File: config.mk
export PLATFORM = sky130hd
export DESIGN_NAME = mix_col_engine_flat
export DESIGN_NICKNAME = d
export VERILOG_FILES = /design/src/rtl/mix_col_if.sv /design/src/rtl/mix_col_engine.sv /design/src/flat_wrapper.sv
export SDC_FILE = /design/constraint.sdc
export NUM_CORES = 1
export LEC_CHECK = 0
export CAP_MARGIN = 20
export CORE_MARGIN = 4
export CORE_UTILIZATION = 58
export CTS_BUF_LIST = sky130_fd_sc_hd__clkbuf_4 sky130_fd_sc_hd__clkbuf_8
export DETAILED_ROUTE_END_ITERATION = 12
export GPL_TIMING_DRIVEN = 0
export HOLD_SLACK_MARGIN = 0.1
export PLACE_DENSITY = 0.85
export SETUP_SLACK_MARGIN = 0.02
export SLEW_MARGIN = 20
export SYNTH_ARGS = -nofsm -noshare
export SYNTH_HDL_FRONTEND = slang
export SYNTH_SLANG_ARGS = --single-unit
File: constraint.sdc
create_clock -name clk -period 3.5 [get_ports clk]
set_clock_uncertainty 0.15 [all_clocks]
set_input_delay 0.525 -clock clk [delete_from_list [all_inputs] [get_ports clk]]
set_output_delay 0.525 -clock clk [all_outputs]
set_load 0.02 [all_outputs]
File: src/rtl/mix_col_if.sv
// Valid/ready bundle for the MixColumns engine: an input state channel and a result channel.
// The master modport is the side that supplies states and consumes results.
interface mix_col_if;
  logic         in_valid;
  logic         in_ready;
  logic [127:0] in_state;
  logic         inv;
  logic         out_valid;
  logic         out_ready;
  logic [127:0] out_state;

  modport master (
    output in_valid, in_state, inv, out_ready,
    input  in_ready, out_valid, out_state
  );

  modport slave (
    input  in_valid, in_state, inv, out_ready,
    output in_ready, out_valid, out_state
  );
endinterface

File: src/rtl/mix_col_engine.sv
// Shared forward/inverse AES MixColumns engine over a full 128-bit state.
// It transforms COLS_PER_CYCLE columns per RUN cycle and holds the result until downstream takes it.
module mix_col_engine #(
  parameter int COLS_PER_CYCLE = 1
) (
  input  logic     clk,
  input  logic     rst_n,
  mix_col_if.slave bus,
  output logic     busy
);

  localparam int N  = 4 / COLS_PER_CYCLE;
  localparam int CW = $clog2(N) + 1;

  if (COLS_PER_CYCLE != 1 && COLS_PER_CYCLE != 2 && COLS_PER_CYCLE != 4) begin : g_bad_cols
    $error("mix_col_engine: COLS_PER_CYCLE must be 1, 2 or 4");
  end

  typedef enum logic [1:0] {S_IDLE, S_RUN, S_DONE} state_t;

  state_t          state_q, state_d;
  logic [127:0]    work_q, work_d;
  logic            mode_q, mode_d;
  logic [CW-1:0]   cnt_q, cnt_d;
  logic [127:0]    run_work;

  function automatic logic [7:0] xtime(input logic [7:0] x);
    return {x[6:0], 1'b0} ^ (x[7] ? 8'h1b : 8'h00);
  endfunction

  // Each coefficient is an XOR of x, 2x, 4x, 8x, so one xtime chain per byte serves both directions.
  function automatic logic [31:0] mix_column(input logic [31:0] col, input logic inv_mode);
    logic [7:0]  a  [4];
    logic [7:0]  x2 [4];
    logic [7:0]  x4 [4];
    logic [7:0]  x8 [4];
    logic [31:0] res;
    int          r1, r2, r3;
    for (int i = 0; i < 4; i++) begin
      a[i]  = col[31-8*i -: 8];
      x2[i] = xtime(a[i]);
      x4[i] = xtime(x2[i]);
      x8[i] = xtime(x4[i]);
    end
    res = '0;
    for (int r = 0; r < 4; r++) begin
      r1 = (r + 1) % 4;
      r2 = (r + 2) % 4;
      r3 = (r + 3) % 4;
      if (inv_mode)
        res[31-8*r -: 8] = (x8[r] ^ x4[r] ^ x2[r])
                         ^ (x8[r1] ^ x2[r1] ^ a[r1])
                         ^ (x8[r2] ^ x4[r2] ^ a[r2])
                         ^ (x8[r3] ^ a[r3]);
      else
        res[31-8*r -: 8] = x2[r] ^ (x2[r1] ^ a[r1]) ^ a[r2] ^ a[r3];
    end
    return res;
  endfunction

  always_comb begin
    run_work = work_q;
    for (int c = 0; c < 4; c++) begin
      if (int'(cnt_q) == c / COLS_PER_CYCLE)
        run_work[127-32*c -: 32] = mix_column(work_q[127-32*c -: 32], mode_q);
    end
  end

  // A finished result handed off in DONE frees the engine for a same-cycle accept.
  assign bus.in_ready  = (state_q == S_IDLE) || ((state_q == S_DONE) && bus.out_ready);
  assign bus.out_valid = (state_q == S_DONE);
  assign bus.out_state = (state_q == S_DONE) ? work_q : '0;
  assign busy          = (state_q == S_RUN);

  always_comb begin
    state_d = state_q;
    work_d  = work_q;
    mode_d  = mode_q;
    cnt_d   = cnt_q;
    case (state_q)
      S_IDLE: begin
        if (bus.in_valid) begin
          work_d  = bus.in_state;
          mode_d  = bus.inv;
          cnt_d   = '0;
          state_d = S_RUN;
        end
      end
      S_RUN: begin
        work_d = run_work;
        cnt_d  = cnt_q + CW'(1);
        if (cnt_q == CW'(N - 1))
          state_d = S_DONE;
      end
      S_DONE: begin
        if (bus.out_ready) begin
          if (bus.in_valid) begin
            work_d  = bus.in_state;
            mode_d  = bus.inv;
            cnt_d   = '0;
            state_d = S_RUN;
          end else begin
            state_d = S_IDLE;
          end
        end
      end
      default: state_d = S_IDLE;
    endcase
  end

  always_ff @(posedge clk or negedge rst_n) begin
    if (!rst_n) begin
      state_q <= S_IDLE;
      work_q  <= '0;
      mode_q  <= 1'b0;
      cnt_q   <= '0;
    end else begin
      state_q <= state_d;
      work_q  <= work_d;
      mode_q  <= mode_d;
      cnt_q   <= cnt_d;
    end
  end

endmodule

File: src/flat_wrapper.sv
// flat-port wrapper written by rule: the top's interface ports become plain ports
module mix_col_engine_flat 
#(
  parameter int COLS_PER_CYCLE = 1
)
  (clk, rst_n, busy, bus_in_valid, bus_in_state, bus_inv, bus_out_ready, bus_in_ready, bus_out_valid, bus_out_state);
  mix_col_if bus_i ();
  input  logic clk;
  input  logic rst_n;
  output logic busy;
  input wire logic [$bits(bus_i.in_valid)-1:0] bus_in_valid;
  input wire logic [$bits(bus_i.in_state)-1:0] bus_in_state;
  input wire logic [$bits(bus_i.inv)-1:0] bus_inv;
  input wire logic [$bits(bus_i.out_ready)-1:0] bus_out_ready;
  output wire logic [$bits(bus_i.in_ready)-1:0] bus_in_ready;
  output wire logic [$bits(bus_i.out_valid)-1:0] bus_out_valid;
  output wire logic [$bits(bus_i.out_state)-1:0] bus_out_state;
  assign bus_i.in_valid = bus_in_valid;
  assign bus_i.in_state = bus_in_state;
  assign bus_i.inv = bus_inv;
  assign bus_i.out_ready = bus_out_ready;
  assign bus_in_ready = bus_i.in_ready;
  assign bus_out_valid = bus_i.out_valid;
  assign bus_out_state = bus_i.out_state;
  mix_col_engine #(.COLS_PER_CYCLE(COLS_PER_CYCLE)) u_core (.clk(clk), .rst_n(rst_n), .bus(bus_i), .busy(busy));
endmodule
Yosys cells after proc, flatten, opt, wreduce, memory -nomap -nowiden
Cells that the tools add are included.

storage, ports and cells
  latch bits = 0
  bits in registers = 134
  memories = 0
  memory bits (read-only) = 0
  bits in writable memories = 0
  output and inout bits = 131

cells by class
  eq/ne operators = 13
  add/sub/neg operators = 1
  shifts and indexed selects = 0
  reduce and logical (&&, ||, !) cells = 13
  mux-type cells = 83
  div/mod/pow operators = 0
  bitwise gates (word level) = 256
  $mul = 0
  $lt $le $gt $ge = 0

operators with widths
  cell                   count
  $xor A8 B8 Y8          256
  $mux W128              3
  $pmux W128 S3          1
  $mux W5                48
  $mux W32               4
  $mux W8                16
  $reduce_and A3 Y1      5
  $ne A2 B1 Y1 const B   5
  $pmux W3 S3            1
  $eq A3 B2 Y1 const B   2
  $eq A3 B3 Y1 const B   2
  $mux W2                3
  $mux W3                2
  $pmux W2 S3            1
  $ne A2 B2 Y1 const B   2
  $reduce_and A2 Y1      2
  $add A3 B1 Y3 const B  1
  $logic_not A3 Y1       1
  $mux W1                3
  $reduce_bool A3 Y1     1
  $eq A2 B1 Y1 const B   1
  $eq A2 B2 Y1 const B   1
  $logic_not A2 Y1       1
  $pmux W1 S2            1
  other kinds (3)        3

Depth between registers and ports, before layout
  depth after elaboration = 14
  mapped depth = 9

Worst setup path after synthesis
No wires, ideal clock.

  path type = reg-to-reg
  start = register u_core.work_q[9]
  end = register u_core.work_q[20]
  library setup time = 0.136 ns
  setup slack = 0.987 ns
  arrival time = 2.227 ns
  buffers on the path = 1
  cell stages (with the launch flop) = 9
  period minus slack after synthesis = 2.513 ns
  data required time = 3.214 ns
  cells stage by stage = dfrtp_1 clkbuf_1 xnor2_1 xnor3_1 xnor3_4 xnor2_1 nand2_1 xnor2_1 a21oi_1

between the ends
  longest elaborated chain between the ends = 11

ends and longest elaborated chain
  item                         line                   source
  start, declared              mix_col_engine.sv:22   logic [127:0] work_q, work_d;
  start signal, assigned       mix_col_engine.sv:119  work_q <= work_d;
  $xor A8 B8 Y8 (3 in series)  mix_col_engine.sv:28   return {x[6:0], 1'b0} ^ (x[7] ? 8'h1b : 8'h00);
  $xor A8 B8 Y8 (3 in series)  mix_col_engine.sv:52   ^ (x8[r1] ^ x2[r1] ^ a[r1])
  $xor A8 B8 Y8                mix_col_engine.sv:53   ^ (x8[r2] ^ x4[r2] ^ a[r2])
  $xor A8 B8 Y8                mix_col_engine.sv:54   ^ (x8[r3] ^ a[r3]);
  $mux W8                      mix_col_engine.sv:50   if (inv_mode)
  $mux W32                     mix_col_engine.sv:64   if (int'(cnt_q) == c / COLS_PER_CYCLE)
  $pmux W128 S3                mix_col_engine.sv:80   case (state_q)

Every way passes these cells. The select of a mux whose other input is x is not followed.
A chain may end at the register's enable or synchronous reset.

Final worst setup path
  start = register u_core.mode_q
  end = register u_core.work_q[6]

between the ends
  longest elaborated chain between the ends = 3

ends and longest elaborated chain
  item                    line                   source
  start, declared         mix_col_engine.sv:23   logic mode_q, mode_d;
  start signal, assigned  mix_col_engine.sv:120  mode_q <= mode_d;
  $mux W8                 mix_col_engine.sv:50
  $mux W32                mix_col_engine.sv:64
  $pmux W128 S3           mix_col_engine.sv:80

Every way passes these cells. The select of a mux whose other input is x is not followed.

==> flow_metrics.env <==
export IMPL_timing_final_ws_setup_ns=-0.06767
export IMPL_grt_max_degree=91
export IMPL_clkLatencyLatePin_ns=0.51
export IMPL_cts_path_max_buffers=2
export IMPL_cp_common_cell="clkbuf_1"
export IMPL_synth_top_area_share_pct=34.23
export IMPL_ios=264
export IMPL_rsz0062_at_grt="false"
export IMPL_cts_buffers=17
export IMPL_syn_inst=2052
export IMPL_worst_path_max_fanout=10
export IMPL_drt_total_wl_mm=66.90
export IMPL_final_common_cell="xnor2_1"
export IMPL_path_cells="clkbuf_1 > clkbuf_1 > clkbuf_1 > clkbuf_1 > a21oi_1 > a21oi_1"
export IMPL_drt_iter0_markers=1907
export IMPL_yosysSeqAreaShare_pct=18.86
export IMPL_htree_levels=4
export IMPL_slowest_stage="clkbuf_1"
export IMPL_place_congestion=0.9842
export IMPL_cp_arrival_ns=3.83
export IMPL_yosysWarningCount=0
export IMPL_drive_above_1_share_pct=4.811
export IMPL_post_cts_buffers=0
export IMPL_cts_root_buf="clkbuf_8"
export IMPL_cts_num_sinks=134
export IMPL_fin_area_um2=21390
export IMPL_die_w_um=183.1
export IMPL_post_route_drc_count=0
export IMPL_grt_util_all_layers_pct=39.03
export IMPL_worstSetupPathType="reg -> reg"
export IMPL_timing_final_crit_period_ns=3.568
export IMPL_slew_limit_headroom_pct=16.31
export IMPL_hpwlAfterDp_mm=49.91
export IMPL_die_h_um=183.1
export IMPL_status="finished with violations"
export IMPL_dr_pass1_iters=9
export IMPL_finalCritPeriodShare_pct=101.9
export IMPL_startpoint_type="register"
export IMPL_worstSetupEndpointType="register"
export IMPL_synth_top_area_cell="xnor2_1"
export IMPL_syn_nets=2190
export IMPL_layout_nets=2474
export IMPL_area_delta_synth_final_pct=20.28
export IMPL_via_per_inst=5.878
export IMPL_setup_violations=9
export IMPL_layout_common_cells="695 x xnor2_1, 262 x clkdlybuf4s50_1, 200 x xor2_1"
export IMPL_final_util_pct=71.41
export IMPL_pre_cts_ws_ns=0.1264
export IMPL_violations="setup timing"
export IMPL_avgRoutedWirePerCell_um=24.42
export IMPL_initial_utilization_pct=59.37
export IMPL_whs_ns=0.3702
export IMPL_grt_antenna_before_repair=1
export IMPL_required_ns=3.76
export IMPL_grt_pass1_wl_mm=99.51
export IMPL_worstMarginPinSlew_ns=1.255
export IMPL_place_area_um2=20940
export IMPL_fp_dieArea_um2=33530
export IMPL_cts_tree="built"
export IMPL_vias=16100
export IMPL_overflow=0
export IMPL_ys_ff_latch=134
export IMPL_core_um2=29950
export IMPL_hold_path_class="in -> async"
export IMPL_synthDistinctLibCells=44
export IMPL_synth_area_leaders="xnor2_1 34%, dfrtp_1 19%, xor2_1 9.9%"
export IMPL_hold_violations=0
export IMPL_slew_viol_final=0
export IMPL_port_buffer_count=263
export IMPL_cts_clk_slew_worst_paths_ns=0.09
export IMPL_grt_pass1_vias=16160
export IMPL_diodes=0
export IMPL_cpPeakStageDelay_ns=0.88
export IMPL_max_clock_freq_mhz=280.3
export IMPL_num_rows=63
export IMPL_syn_avg_cell_area_um2=8.666
export IMPL_ant_nets=0
export IMPL_maxCapViolations=0
export IMPL_syn_area_um2=17780
## metal layers
| layer | global-route usage [%] | routed length, um | vias to the layer above |
|---|---|---|---|
| li1 | - | - | 7112 |
| met1 | 51.03 | 25890 | 7658 |
| met2 | 61.57 | 29780 | 1090 |
| met3 | 8.052 | 7086 | 239 |
| met4 | 19.73 | 4131 | 2 |
| met5 | 0 | 11 | - |
## synth_stat cells, drive strengths merged
master	count
a221oi	4
nand2	117
buf	57
o21ai	147
nor2b	3
and3	3
o2bb2ai	1
nor3	7
nand2b	2
nor2	110
o211ai	9
nand3	5
a211oi	17
dfrtp	134
and2	130
mux2i	37
o21a	2
a21o	6
or3	15
xor2	201
a31oi	7
a21oi	86
clkbuf	140
xnor3	56
xor3	14
o31ai	2
nand3b	1
nor3b	1
inv	6
a22oi	5
a222oi	4
ha	5
xnor2	700
o22ai	18
## per-stage QoR
step	std cells	setup TNS [ns]
floorplan	2052	0
finish	2739	-0.1989
detailed placement	2706	0
CTS	2739	0
global route	2739	0
global placement	2705	-529.70
## kinds of logic after synthesis
| logic type | count (synthesis) | share of synthesized area, % |
|---|---|---|
| and+or+nand+nor | 394 | 10.60 |
| xor gates and xnor gates | 971 | 53.64 |
| muxes | 37 | 2.104 |
| DFF | 134 | 18.86 |
| buffers and inverters | 203 | 4.805 |
| AOI/OAI and AO/OA | 308 | 9.639 |
| adders and majority gates | 5 | 0.3518 |
## state kept, by name (all words and copies together) (netlist names)
register,cells
u_core.state_q,2
u_core.cnt_q,3
u_core.mode_q,1
u_core.work_q,128
## final timing paths
kind                                                    start                             end  slack (ns)  depth (start not counted)
worst max-delay path                u_core.mode_q$_DFFE_PN0P_    u_core.work_q[6]$_DFFE_PN0P_       -0.07                          6
worst min-delay path                                    rst_n  u_core.work_q[104]$_DFFE_PN0P_        0.37                          2
worst max register to register      u_core.mode_q$_DFFE_PN0P_    u_core.work_q[6]$_DFFE_PN0P_       -0.07                          6
worst min register to register  u_core.state_q[0]$_DFFE_PN0P_   u_core.state_q[1]$_DFFE_PN0P_        0.39                          1
max in group asynchronous                               rst_n   u_core.work_q[63]$_DFFE_PN0P_        2.01                          3
min in group clk                u_core.state_q[0]$_DFFE_PN0P_   u_core.state_q[1]$_DFFE_PN0P_        0.39                          1
## critical path: cells and delay by family (launching register included)
kind | cells | cell delay, ns
AOI/OAI and AO/OA | 2 | 0.42
DFF | 1 | 0.33
buffers and inverters | 4 | 2.58
## layout make-up
cell class | count | area [um2]
multi-input cells | 1715 | 13580
flip-flops and latches | 134 | 3353
repair buffers | 265 | 2675
clock buffers | 18 | 247.7
plain buffers | 197 | 853.3
fillers | 2402 | 8564
clock inverters | 14 | 173.9
well taps | 390 | 488.0
inverters | 6 | 22.52
## timing repair
| item | 4_1_cts | 5_1_grt |
|---|---|---|
| hold buffers | 1 | 0 |
| resized for setup | 4 | 22 |
| endpoints found under the hold margin | 44 | 0 |
| endpoints found under the setup margin | 101 | 83 |
| pin swaps | 0 | 0 |
Power is left out: the tool's default activity adds up to more than one toggle a clock period on the data nets, which glitch-free logic cannot reach.
